File: src/rtl/led_scan_initiator.sv
`timescale 1ns/1ps
// Scans row/col addresses into the area decoders, maps judge hits to brightness and shifts BCM bit-planes to the LED panel.
// Latency: one plane = SETUP + 2*COLS shift + LATCH + UNIT<<plane display + NEXT cycles; no backpressure, frame_start is ignored while busy.
module led_scan_initiator #(
    parameter int ROWS   = 54,
    parameter int COLS   = 64,
    parameter int PLANES = 4,
    parameter int UNIT   = 8,
    parameter logic [PLANES-1:0] LVL1 = 4'd15,
    parameter logic [PLANES-1:0] LVL2 = 4'd9,
    parameter logic [PLANES-1:0] LVL3 = 4'd3
) (
    input  logic       clk,
    input  logic       rst_n,
    input  logic       frame_start,
    input  logic       judge1,
    input  logic       judge2,
    input  logic       judge3,
    output logic [6:0] row_now,
    output logic [6:0] col_now,
    output logic       led_sdo,
    output logic       led_sclk,
    output logic       led_lat,
    output logic       led_oe_n,
    output logic [6:0] row_sel,
    output logic       busy,
    output logic       frame_done
);

    localparam int PW = (PLANES > 1) ? $clog2(PLANES) : 1;
    localparam int DW = PLANES - 1 + $clog2(UNIT) + 1;
    localparam logic [6:0]    LAST_ROW   = 7'(ROWS - 1);
    localparam logic [6:0]    LAST_COL   = 7'(COLS - 1);
    localparam logic [PW-1:0] LAST_PLANE = PW'(PLANES - 1);
    localparam logic [DW-1:0] UNIT_W     = DW'(UNIT);

    typedef enum logic [2:0] {
        IDLE,
        SETUP,
        SHIFT_LO,
        SHIFT_HI,
        LATCH,
        DISPLAY,
        NEXT
    } state_t;

    state_t          state;
    logic [6:0]      row_idx;
    logic [PW-1:0]   plane;
    logic [DW-1:0]   disp_cnt;
    logic [PLANES-1:0] lvl;

    // judge1 has the highest priority when several decoders hit the same pixel
    always_comb begin
        lvl = '0;
        if (judge1)      lvl = LVL1;
        else if (judge2) lvl = LVL2;
        else if (judge3) lvl = LVL3;
    end

    always_ff @(posedge clk or negedge rst_n) begin
        if (!rst_n) begin
            state      <= IDLE;
            row_idx    <= '0;
            plane      <= '0;
            disp_cnt   <= '0;
            row_now    <= '0;
            col_now    <= '0;
            row_sel    <= '0;
            led_sdo    <= 1'b0;
            led_sclk   <= 1'b0;
            led_lat    <= 1'b0;
            led_oe_n   <= 1'b1;
            busy       <= 1'b0;
            frame_done <= 1'b0;
        end else begin
            frame_done <= 1'b0;
            case (state)
                IDLE: begin
                    if (frame_start) begin
                        busy    <= 1'b1;
                        row_idx <= '0;
                        plane   <= '0;
                        state   <= SETUP;
                    end
                end
                SETUP: begin
                    col_now <= '0;
                    row_now <= row_idx;
                    state   <= SHIFT_LO;
                end
                SHIFT_LO: begin
                    led_sclk <= 1'b0;
                    led_sdo  <= lvl[plane];
                    state    <= SHIFT_HI;
                end
                SHIFT_HI: begin
                    // data was set one cycle earlier, so the rising edge lands mid-bit
                    led_sclk <= 1'b1;
                    if (col_now == LAST_COL) begin
                        state <= LATCH;
                    end else begin
                        col_now <= col_now + 7'd1;
                        state   <= SHIFT_LO;
                    end
                end
                LATCH: begin
                    led_sclk <= 1'b0;
                    led_oe_n <= 1'b1;
                    led_lat  <= 1'b1;
                    row_sel  <= row_idx;
                    disp_cnt <= (UNIT_W << plane) - DW'(1);
                    state    <= DISPLAY;
                end
                DISPLAY: begin
                    // lat is visible for the first display cycle; oe_n drops behind it and stays
                    // low through NEXT, giving exactly UNIT<<plane enabled cycles
                    led_lat  <= 1'b0;
                    led_oe_n <= 1'b0;
                    if (disp_cnt == '0) begin
                        state <= NEXT;
                    end else begin
                        disp_cnt <= disp_cnt - DW'(1);
                    end
                end
                NEXT: begin
                    led_oe_n <= 1'b1;
                    if (plane != LAST_PLANE) begin
                        plane <= plane + PW'(1);
                        state <= SETUP;
                    end else begin
                        plane <= '0;
                        if (row_idx != LAST_ROW) begin
                            row_idx <= row_idx + 7'd1;
                            state   <= SETUP;
                        end else begin
                            busy       <= 1'b0;
                            frame_done <= 1'b1;
                            state      <= IDLE;
                        end
                    end
                end
                default: state <= IDLE;
            endcase
        end
    end

endmodule

File: config.mk
export PLATFORM = sky130hd
export DESIGN_NAME = led_scan_initiator
export DESIGN_NICKNAME = d
export VERILOG_FILES = /design/src/rtl/led_scan_initiator.sv
export SDC_FILE = /design/constraint.sdc
export NUM_CORES = 1
export LEC_CHECK = 0
export ABC_AREA = 1
export ABC_CLOCK_PERIOD_IN_PS = 3240
export BUFFER_PORTS_ARGS = -buffer_cell sky130_fd_sc_hd__buf_2
export CAP_MARGIN = 15
export CORE_ASPECT_RATIO = 0.7
export CORE_MARGIN = 5
export CORE_UTILIZATION = 57
export DETAILED_ROUTE_END_ITERATION = 10
export HOLD_SLACK_MARGIN = 0.02
export PLACE_DENSITY = 0.79
export SLEW_MARGIN = 25
export SYNTH_ARGS = -nofsm -noshare
export SYNTH_HDL_FRONTEND = slang
export SYNTH_SLANG_ARGS = --single-unit
File: constraint.sdc
create_clock -name clk -period 3.24 [get_ports clk]
set_input_delay 0.324 -clock clk [delete_from_list [all_inputs] [get_ports clk]]
set_output_delay 0.324 -clock clk [all_outputs]
set_load 0.05 [all_outputs]
==> impl_results.md <==
- Area Growth Syn to Fin: 12.8%
- Post-synth top area share: 46.9%
- CTS Root Cell: clkbuf_8
- Vias in the first global route: 1820
- Syn Nets: 299
- Post-synth EDFFs: 0
- RSZ-0062 raised after global routing: false
- Rel. slew slack: 62.0%
- Setup TNS: 0 ns
- Crit path cell chain: nand3_4, nor2_1, inv_1, ha_1, nand2_1, nor2_1, or2_1, nand3_1, nand2_1
- Synth area leader: dfrtp_1
- Diode count: 0
- Share of cells above drive strength 1: a little over a fifth
- Nets: 334
- Grt ovf: 0
- Syn. warnings: 0
- Peak Freq: 0.571 GHz
- Worst VDD drop: between 0.2 and 0.25 mV
- Largest net degree at the start of global routing: 47
- Required @ worst endpoint: 3.43 ns
- 1st-pass router iterations: 4
- RR Startpoint: state[2]
- Initial drt markers: 127
- Final setup fails: 0
- Filler cell count: 335
- Clock Sinks: 46
- CTS Hold Bufs: 0
- CP Launch Type: flip-flop
- Worst Slack Setup Final: 1.49 ns
- Seq/Total Area, Yosys: 48.0%
- Die X: 87.6 um
- Netlist cell types: 35
- CTS max path bufs: 2
- HPWL after DPL: 3.69 mm
- Buffer count from post-CTS setup fixing: 0
- Post-cts resize count: 0
- Port buffer count: 32
- Syn Area/Cell: 8.43 um^2
- CP max stage cell: dfrtp_1
- CTS tree: built
- Most frequent cell after synthesis: nand2_1
- Max-slew violation count: 0
- Final hold vios: 0
- Die Area: 0.00563 mm^2
- CORE AREA: roughly 0.004 mm^2
- H-tree depth reported by CTS: 2
- Post-Synthesis Cells: roughly 290
- Pwr per Cell Area: 372 mW/mm^2
- Initial Utilization: about three fifths
- Synth Flop Type: dfrtp_1
- Async SR Flop Fraction: 100%
- Total power: just over 1000 uW
- Slowest stage delay, CP: 0.63 ns
- Gpl congestion: 0.854
- Worst slew pin tran: 0.571 ns
- Detail Route Antenna Nets: 0
- Setup Skew: ~0.0068 ns
- Global-route usage over all layers: 19.6%
- Max FO, Critical Path: 10
- Crit path from: state[2]
- Reg-to-reg slack, setup: ~1.5 ns
- Synthesis-stage register bit count: 46
- Routed WL: a little under 5 mm
- Die Span Y: 64.3 um
- Synth cell count leaders: nand2_1, dfrtp_1, nor2_1, inv_1
- Row count: 19
- Routed via count: 1954
- Reg2reg end: disp_cnt[4]
- Worst hold path type: in2async
- CTS clk-pin slew, worst paths: 0.08 ns
- Post-route DRC: 0
- Clock Latency Late Sink: 0.30 ns
- Max Cap Violations: 0
- CP endpoint: disp_cnt[4]
- Initial antenna violation count: 0
- Final period util: 54.0%
- Critical Path AT: ~1.9 ns
- Routed WL per cell: 13.1 um
- Fin crit period: 1.75 ns
- First-pass GRT wire length: 8.71 mm
- Critical Path End Type: flip-flop
- DP Worst Slack: roughly 1.5 ns
- R2R cell count: 9
- Leak Pwr: around 0.0014 uW
- Num CTS Buffers: 5
- Synth Cell Area: 0.00240 mm^2
- Status: finished clean
- Setup CP Type: reg2reg
- Ports: 33
- Vias per cell: 5.24
- Synth area leaders: dfrtp_1, nand2_1, nor2_1
[sequential cells by signal, summed over array words and instances (netlist names)]
signal	flops
col_now	7
disp_cnt	7
row_idx	7
row_now	7
row_sel	7
state	3
plane	2
busy	1
frame_done	1
led_lat	1
led_oe_n	1
led_sclk	1
led_sdo	1
[area by class of cell]
type / count / area (um^2) / area share (%)
flip-flops and latches: 46 / 1150 / 42.5
multi-input cells: 204 / 1100 / 40.7
repair buffers: 32 / 163 / 6.00
inverters: 31 / 119 / 4.39
clock buffers: 7 / 76.3 / 2.82
well taps: 52 / 65.1 / 2.40
clock inverters: 1 / 30.0 / 1.11
[through the flow]
step           hold slack [ns]  utilization, %  cells  area, um^2
6_report                0.0131            67.8    373        2710
5_1_grt                 0.0657            67.8    373        2710
4_1_cts                  0.219            67.8    373        2710
3_5_place_dp             0.456            65.1    365        2600
3_3_place_gp             0.452            65.1    365        2600
2_1_floorplan           0.0284               -    285        2400
[layer usage]
layer  GRT usage (%)  part of all wire, %  routed length [um]  up-vias
met3            3.85                  6.3                 308       11
met5               0                    0                   0        -
met4            6.32                  2.1                 103        0
li1                -                    -                   -      982
met1            30.8                   51                2480      904
met2            26.9                   41                2010       57
[cells in the final DEF, fill, tap and decap left out]
master and count:
o21ai_2 3, nor2_8 3, nor2_2 1, nand3_1 18, dfstp_2 1, o22ai_1 1
bufinv_16 1, inv_1 22, inv_2 8, a21boi_1 1, clkbuf_1 2, nor3b_1 1
nor3_1 2, ha_1 8, inv_4 1, buf_4 1, xnor2_1 1, nor2_1 30
or2_2 1, or2_1 2, nand3_4 1, buf_2 31, a21oi_1 3, nand3b_4 1
dfrtp_1 45, nor3_2 1, xor2_1 4, nand2_2 3, nand2_4 4, nand4_1 4
nand3_2 1, o21ai_0 18, nand2_1 79, clkbuf_8 5, a31oi_1 1, o21ai_1 12
[worst min path at each step]
stage	startpoint	to	slack [ns]	cells after the start
6_report	rst_n	row_idx[4]	0.01	1
5_1_grt	rst_n	row_sel[5]	0.07	1
4_1_cts	rst_n	row_sel[5]	0.22	1
3_5_place_dp	led_oe_n	led_oe_n	0.46	2
3_3_place_gp	led_oe_n	led_oe_n	0.45	2
2_1_floorplan	rst_n	busy	0.03	0
[cell families (layout without fill, tap and decap cells)]
family                   after synthesis  after routing  share of synthesized area [%]
AO/OA/AOI/OAI                         39             39                           8.80
flip-flops                            46             46                           48.0
XOR/XNOR                               5              5                           1.82
adder cells (fa/ha/maj)                8              8                           4.17
AND/OR/NAND/NOR                      152            152                           31.1
buffers and inverters                 35             71                           6.09
[critical path: cells and delay by family, from the launching register on]
family	cells	cell delay [ns]
buffers and inverters	1	0.06
AND/OR/NAND/NOR	7	0.76
flip-flops	1	0.63
adder cells (fa/ha/maj)	1	0.18
[where the power goes]
| group | internal [uW] | leakage, uW | switching, uW |
|---|---|---|---|
| logic | 3.66 | 0.000781 | 14.9 |
| registers | 574 | 0.000579 | 0.313 |
| clock network | 231 | 0.0000524 | 185 |
(Power assumes the default switching activity.)
